## src/rtl/relay_seq_pkg.sv

```systemverilog
// Shared types and helpers for the relay sequencer.
package relay_seq_pkg;

  typedef enum logic [1:0] {
    OFF  = 2'd0,
    ON   = 2'd1,
    DEAD = 2'd2
  } state_t;

  localparam logic [1:0] RELAY_NONE = 2'd0;

  // Relay index (1..3) to one-hot drive pattern; index 0 means all off.
  function automatic logic [2:0] onehot3(input logic [1:0] sel);
    logic [2:0] res;
    res = 3'b000;
    case (sel)
      2'd1:    res = 3'b001;
      2'd2:    res = 3'b010;
      2'd3:    res = 3'b100;
      default: res = 3'b000;
    endcase
    return res;
  endfunction

endpackage

```

## src/rtl/sel_debounce.sv

```systemverilog
// Debounces the 2-bit relay request: a value must be seen on
// STABLE_CYC+1 consecutive edges before it is accepted on dout.
module sel_debounce #(
  parameter int STABLE_CYC = 3,
  parameter int CNT_W      = 5
) (
  input  logic       clk,
  input  logic       rst,
  input  logic [1:0] din,
  output logic [1:0] dout
);

  localparam logic [CNT_W-1:0] STAB_LAST = CNT_W'(STABLE_CYC - 1);

  logic [1:0]       cand;
  logic [CNT_W-1:0] stab_cnt;

  // Track the candidate value and how long it has been stable; accept it once stable long enough.
  // NOTE: all state here uses non-blocking assignments so every register samples pre-edge values.
  always_ff @(posedge clk) begin
    if (rst) begin
      cand     <= 2'd0;
      stab_cnt <= '0;
      dout     <= 2'd0;
    end else if (din != cand) begin
      cand     <= din;
      stab_cnt <= '0;
    end else if (stab_cnt < STAB_LAST) begin
      stab_cnt <= stab_cnt + CNT_W'(1);
    end else begin
      dout <= cand;
    end
  end

endmodule

```

## src/rtl/relay_sequencer.sv

```systemverilog
// Break-before-make relay sequencer: debounced request, minimum on-time,
// dead time between any break and the next make, one-hot relay drive.
module relay_sequencer #(
  parameter int STABLE_CYC = 3,
  parameter int MIN_ON_CYC = 16,
  parameter int DEAD_CYC   = 4,
  parameter int CNT_W      = 5
) (
  input  logic       clk,
  input  logic       rst,
  input  logic       ena,
  input  logic [1:0] relay_sel,
  output logic [2:0] relay_en,
  output logic       busy,
  output logic [7:0] switch_cnt
);

  import relay_seq_pkg::*;

  localparam logic [CNT_W-1:0] ON_LAST   = CNT_W'(MIN_ON_CYC - 1);
  localparam logic [CNT_W-1:0] ON_MAX    = CNT_W'(MIN_ON_CYC);
  localparam logic [CNT_W-1:0] DEAD_LAST = CNT_W'(DEAD_CYC - 1);

  state_t           state;
  logic [1:0]       acc;
  logic [1:0]       cur;
  logic [1:0]       eff;
  logic [CNT_W-1:0] on_cnt;
  logic [CNT_W-1:0] dead_cnt;

  sel_debounce #(
    .STABLE_CYC(STABLE_CYC),
    .CNT_W     (CNT_W)
  ) u_debounce (
    .clk (clk),
    .rst (rst),
    .din (relay_sel),
    .dout(acc)
  );

  // ena gates the accepted request directly; it is not debounced.
  assign eff = ena ? acc : RELAY_NONE;

  // Sequencer FSM: make, hold for the minimum on-time, break, wait out the dead time.
  always_ff @(posedge clk) begin
    if (rst) begin
      state      <= OFF;
      cur        <= RELAY_NONE;
      on_cnt     <= '0;
      dead_cnt   <= '0;
      relay_en   <= 3'b000;
      busy       <= 1'b0;
      switch_cnt <= 8'd0;
    end else begin
      case (state)
        OFF: begin
          busy <= 1'b0;
          if (eff != RELAY_NONE) begin
            cur        <= eff;
            on_cnt     <= '0;
            relay_en   <= onehot3(eff);
            switch_cnt <= switch_cnt + 8'd1;
            state      <= ON;
          end else begin
            relay_en <= 3'b000;
          end
        end

        ON: begin
          if (on_cnt < ON_MAX) on_cnt <= on_cnt + CNT_W'(1);
          if (eff != cur && on_cnt >= ON_LAST) begin
            relay_en <= 3'b000;
            dead_cnt <= '0;
            busy     <= 1'b1;
            state    <= DEAD;
          end else begin
            relay_en <= onehot3(cur);
            busy     <= (eff != cur);
          end
        end

        DEAD: begin
          relay_en <= 3'b000;
          if (dead_cnt == DEAD_LAST) begin
            busy <= 1'b0;
            if (eff != RELAY_NONE) begin
              cur        <= eff;
              on_cnt     <= '0;
              relay_en   <= onehot3(eff);
              switch_cnt <= switch_cnt + 8'd1;
              state      <= ON;
            end else begin
              state <= OFF;
            end
          end else begin
            dead_cnt <= dead_cnt + CNT_W'(1);
            busy     <= 1'b1;
          end
        end

        default: begin
          relay_en <= 3'b000;
          busy     <= 1'b0;
          state    <= OFF;
        end
      endcase
    end
  end

endmodule

```

## config.mk

```make
export PLATFORM = sky130hd
export DESIGN_NAME = relay_sequencer
export DESIGN_NICKNAME = d
export VERILOG_FILES = /design/src/rtl/relay_seq_pkg.sv /design/src/rtl/sel_debounce.sv /design/src/rtl/relay_sequencer.sv
export SDC_FILE = /design/constraint.sdc
export NUM_CORES = 1
export LEC_CHECK = 0
export CORE_ASPECT_RATIO = 1.2
export CORE_MARGIN = 4
export CORE_UTILIZATION = 40
export CTS_CLUSTER_DIAMETER = 60
export DETAILED_ROUTE_END_ITERATION = 10
export PLACE_DENSITY = 0.66
export SETUP_SLACK_MARGIN = 0.2
export SYNTH_ARGS = -nofsm -noshare
export SYNTH_HDL_FRONTEND = slang
export SYNTH_SLANG_ARGS = --single-unit
```

## constraint.sdc

```tcl
create_clock -name clk -period 3.05 [get_ports clk]
set_input_delay 0.61 -clock clk [delete_from_list [all_inputs] [get_ports clk]]
set_output_delay 0.61 -clock clk [all_outputs]
set_load 0.01 [all_outputs]
```

# ---- Word level (Yosys, flattened, before mapping)
# Cells that the tools add are included.
dict set report classes {
  mux 28
  add_sub_neg 4
  eq_ne 16
  reduce_logical 12
  bitwise_logic 2
  order_cmp 3
}
# operator n
set op_table {}
lappend op_table {{$pmux 3 s3} 3}
lappend op_table {{$mux 5} 5}
lappend op_table {{$mux 8} 2}
lappend op_table {{$pmux 8 s2} 1}
lappend op_table {{$add 5x1->5 const B} 3}
lappend op_table {{$pmux 5 s3} 1}
lappend op_table {{$mux 2} 6}
lappend op_table {{$eq 2x2->1 const B} 5}
lappend op_table {{$ne 2x2->1 const B} 5}
lappend op_table {{$pmux 5 s2} 1}
lappend op_table {{$mux 3} 3}
lappend op_table {{$reduce_and 3->1} 3}
lappend op_table {{$add 8x1->8 const B} 1}
lappend op_table {{$eq 2x1->1 const B} 3}
lappend op_table {{$pmux 2 s3} 1}
lappend op_table {{$reduce_bool 2->1} 3}
lappend op_table {{$eq 5x2->1 const B} 1}
lappend op_table {{$ge 5x4->1 const B} 1}
lappend op_table {{$lt 5x2->1 const B} 1}
lappend op_table {{$lt 5x5->1 const B} 1}
lappend op_table {{$ne 2x2->1} 2}
lappend op_table {{$pmux 2 s2} 1}
lappend op_table {{$reduce_and 2->1} 2}
lappend op_table {{$mux 1} 3}
lappend op_table {{other kinds (6)} 7}
dict set report totals {
  word_cells 75
  regBits 35
  inputBits 5
}

# ---- Depth between registers and ports, before layout
dict set report logic_depth {
  depth_word 6
  depth_mapped 8
  mapped_depth_nobuf 7
}

# ---- By module
# From an unflattened synthesis, not the netlist that was laid out.
dict set report unflattened {
  cells_unflattened 189
  area_unflattened_um2 1742.9
}
# module n_inst cells_per_inst area_each_um2 seq_area_each_um2
set by_module_without_submodules {}
lappend by_module_without_submodules {relay_sequencer 1 156 1383.8 520.5}
lappend by_module_without_submodules {sel_debounce 1 33 359.1 180.2}

# ---- Worst setup path after synthesis
# Ideal clock, no wire load.
dict set report synth_timing {
  path_kind {input to register}
  startpoint {input port ena}
  endpoint {register dead_cnt[3]}
  setup_time_ns 0.070
  path_buffers 1
  t_arrival_ns 1.896
  required_ns 2.980
  path_stages 6
  path_slack_ns 1.083
  path_cell_list {buf_2 -> o21a_1 -> nor3_1 -> o31a_1 -> or4_1 -> a21oi_1}
}
dict set report synth_between {
  elab_chain_len 5
}
# item line_no
set synth_rtl {}
lappend synth_rtl {{start: declaration} relay_sequencer.sv:11} ;# input logic ena,
lappend synth_rtl {{$mux 2} relay_sequencer.sv:42} ;# assign eff = ena ? acc : RELAY_NONE;
lappend synth_rtl {{$ne 2x2->1} relay_sequencer.sv:71} ;# if (eff != cur && on_cnt >= ON_LAST) begin
lappend synth_rtl {{$logic_and 1x1->1} relay_sequencer.sv:71}
lappend synth_rtl {{$ne 2x2->1 (no source line)} n/a}
lappend synth_rtl {{$reduce_and 3->1 (no source line)} n/a}
lappend synth_rtl {{end signal: assignment} relay_sequencer.sv:96} ;# dead_cnt <= dead_cnt + CNT_W'(1);
lappend synth_rtl {{end: declaration} relay_sequencer.sv:29} ;# logic [CNT_W-1:0] dead_cnt;
# Every way passes these cells.
# A chain may end at the register's enable or synchronous reset.

# ---- Worst setup path in the final report
dict set report layout_timing {
  startpoint {input port ena}
  endpoint {register state[0]}
}
dict set report layout_between {
  elab_chain_len 5
  word_cells_on_any_way 10
  classes_between {eq/ne (3); mux (4); reduce/logical (3)}
}
# item line_no
set layout_rtl {}
lappend layout_rtl {{$mux 2 (*)} relay_sequencer.sv:42}
lappend layout_rtl {{$reduce_bool 2->1 or $ne 2x2->1 (tied branches)} {relay_sequencer.sv:58, relay_sequencer.sv:86, relay_sequencer.sv:71}}
lappend layout_rtl {{$mux 1 or $logic_and 1x1->1 (tied branches)} {relay_sequencer.sv:86, relay_sequencer.sv:71}}
lappend layout_rtl {{$mux 2 or $ne 2x2->1 (tied branches)} n/a}
lappend layout_rtl {{$pmux 2 s3 or $reduce_and 3->1 (tied branches)} n/a}
lappend layout_rtl {{end signal: assignment} relay_sequencer.sv:63} ;# state <= ON;
lappend layout_rtl {{end signal: assignment} relay_sequencer.sv:91} ;# state <= ON;
lappend layout_rtl {{end signal: assignment} relay_sequencer.sv:93} ;# state <= OFF;
lappend layout_rtl {{end: declaration} relay_sequencer.sv:24} ;# state_t state;
# Every way passes the cells marked *; elsewhere a longest branch is shown, timed or not. The select of a mux whose other input is x is not followed.

==> metrics.txt <==
CTS tree=built; Cell Area, Synth=1680 µm²; Worst path slowest cell=clkdlybuf4s50_1; drt initial violations=80; CP Capture Type=flip-flop; Synth Net Count=slightly above 200; CP peak stage delay=0.63 ns; DR vias/cell=5.39; vias in the first global route=1,314; Period minus WS final=2.34 ns; CTS sink count=35; clock slew at reported path FFs=0.07 ns; RSZ-0062 raised after global routing=no; Remaining Overflow, GRT=0; Setup-failing EPs final=0; CTS buffer count=5; Worst Path Arrival=2.54 ns; Port Buffer Count=16; die area=between 5000 and 6000 µm²; Post-layout nets=roughly 220; DRT antenna net count=0; Slew @ Worst Pin=slightly above 0.9 ns; Synth area leaders=dfxtp_1 (42%), ha_1 (6.7%), a21oi_1 (5.4%); n_diodes=0; Post-synth ARST share=0; first-pass GRT wire length=roughly 6000 µm; Pins Over Slew Limit=0; synth unique cells=45; clk root buf=clkbuf_8; most common cell in the netlist=dfxtp_1; Remaining DRCs=0; Power Density=512 nW/µm²; Design Power=between 1 and 1.5 mW; Final period util=0.768; Most used DFF post-synth=dfxtp_1; Slew headroom=0.390; Synthesis Warnings=0; final hold viol count=0; class of the worst hold path=flip-flop to flip-flop; Syn Area/Cell=8.92 µm²; WL final=approximately 3400 µm; CP max FO=9; Fin Setup TNS=0 ns; TritonRoute pass-1 iters=4; outcome=completed; CTS Hold Buffers Added=0; gr usage total=0.146; worst path cell trace=clkdlybuf4s50_1 -> o21a_1 -> nor3_1 -> o31ai_1 -> nand2_1 -> o41ai_1; leakage power=just over 0.7 nW; H-tree levels=2; Routability Congestion=between 0.7 and 0.8; Post-DP HPWL=between 2000 and 2500 µm; synthesis-to-finish area growth=17.7%; Starting Density=0.419; post-CTS sizing=0; Yosys top cell area share=0.418; fmax=around 0.43 GHz; Seq/Total Area, Yosys=0.418; synthesized instance count=approximately 190; CTS max path bufs=2; leading area contributor after synthesis=dfxtp_1; initial antenna violation count=0; Startpoint Class=input pin; post-CTS setup buffer count=0; Post-synth EDFFs=0; synthesized flop and latch total=35; layout cell share with drive strength beyond 1=0.0631; Place WS=around 0.43 ns; Layout Skew=~0.0046 ns; largest net degree at the start of global routing=20; maximum vdd drop=between 200 and 250 µV; max-capacitance violation count=0; I/O pin count=17; Die W=about 67 µm; core area=roughly 4000 µm²; die height=roughly 80 µm; Clk Latency, worst-skew pair=0.29 ns; most frequent cells after synthesis=dfxtp_1 (35), nor2_1 (21), a21oi_1 (18), ha_1 (9), o21ai_0 (9); Rows=25; Worst Path Required=between 3 and 4 ns; Wirelength per Cell=between 10 and 15 µm; crit path kind=input pin to flip-flop; Vias=1,401; Worst Slack Setup Final=about 0.71 ns
## worst paths after layout
check / from / endpoint / slack [ns] / cells past startpoint
max: ena / state[0] / 0.71 / 6
min reg2reg: u_debounce.cand[0] / u_debounce.dout[0] / 0.47 / 2
min: u_debounce.cand[0] / u_debounce.dout[0] / 0.47 / 2
max reg2reg: on_cnt[0] / state[0] / 1.00 / 7
## cell type report
cell class              instances  area, µm²
clock buffers                   8        100
fillers                       423       2030
inverters                       8       30.0
multi-input cells             138        910
flip-flops and latches         35        701
well taps                      54       67.6
repair buffers                 17        168
## power by group
part | internal, mW | switching [mW]
clock | 0.206 | 0.163
combinational | 0.0558 | 0.0988
sequential | 0.473 | 0.0153
## flip-flops by register name, indices dropped and copies added (netlist names)
signal and count:
cur 2, u_debounce.stab_cnt 5, switch_cnt 8, u_debounce.cand 2
u_debounce.dout 2, dead_cnt 5, busy 1, state 2
relay_en 3, on_cnt 5
## metal layers
metal  track usage  vias to the layer above  wire length, µm
li1              -                      710                -
met1         0.187                      661             1630
met2         0.219                       23             1540
met3        0.0481                        7              139
met4        0.0690                        0               70
met5             0                        -                0
## placed cells by master (no fill, tap or decap), drive strengths merged, types with 2 or more instances in the layout
| cell | synthesis | layout |
|---|---|---|
| a21oi | 18 | 18 |
| a32oi | 2 | 2 |
| and2 | 5 | 5 |
| and3 | 5 | 5 |
| clkbuf | 4 | 8 |
| clkdlybuf4s50 | 0 | 16 |
| dfxtp | 35 | 35 |
| ha | 9 | 9 |
| inv | 8 | 8 |
| mux2i | 3 | 3 |
| nand2 | 6 | 6 |
| nand3 | 7 | 7 |
| nand4 | 6 | 6 |
| nor2 | 21 | 21 |
| nor2b | 2 | 2 |
| nor3 | 4 | 4 |
| o21ai | 9 | 9 |
| o31ai | 4 | 4 |
| or3 | 2 | 2 |
| or4 | 4 | 4 |
| xnor2 | 4 | 4 |
| xor2 | 7 | 7 |
## logic make-up (layout without fill, tap and decap cells)
kind of cell,Yosys count,count (layout),synth area share
simple gates,69,69,0.222
mux,3,3,0.0179
xor+xnor,11,11,0.0574
flops,35,35,0.418
fa+ha+maj,9,9,0.0671
buf+inv,15,33,0.0403
compound gates,46,46,0.177
## critical path: cells and delay by family
kind | cells | cell delay [ns]
buffers and inverters | 1 | 0.63
and+or+nand+nor | 2 | 0.22
AOI/OAI and AO/OA | 3 | 1.07
## stage by stage
| stage | instance area [µm²] | instances | utilization | hold WS, ns |
|---|---|---|---|---|
| 6_report | 1980 | 260 | 0.493 | 0.466 |
| 5_1_grt | 1980 | 260 | 0.493 | 0.489 |
| 4_1_cts | 1980 | 260 | 0.493 | 0.473 |
| 3_5_place_dp | 1880 | 252 | 0.468 | 0.454 |
| 3_3_place_gp | 1880 | 252 | 0.468 | 0.447 |
| 2_1_floorplan | 1680 | 188 | - | 0.431 |
Note: power is estimated with default switching activity, not from simulation.
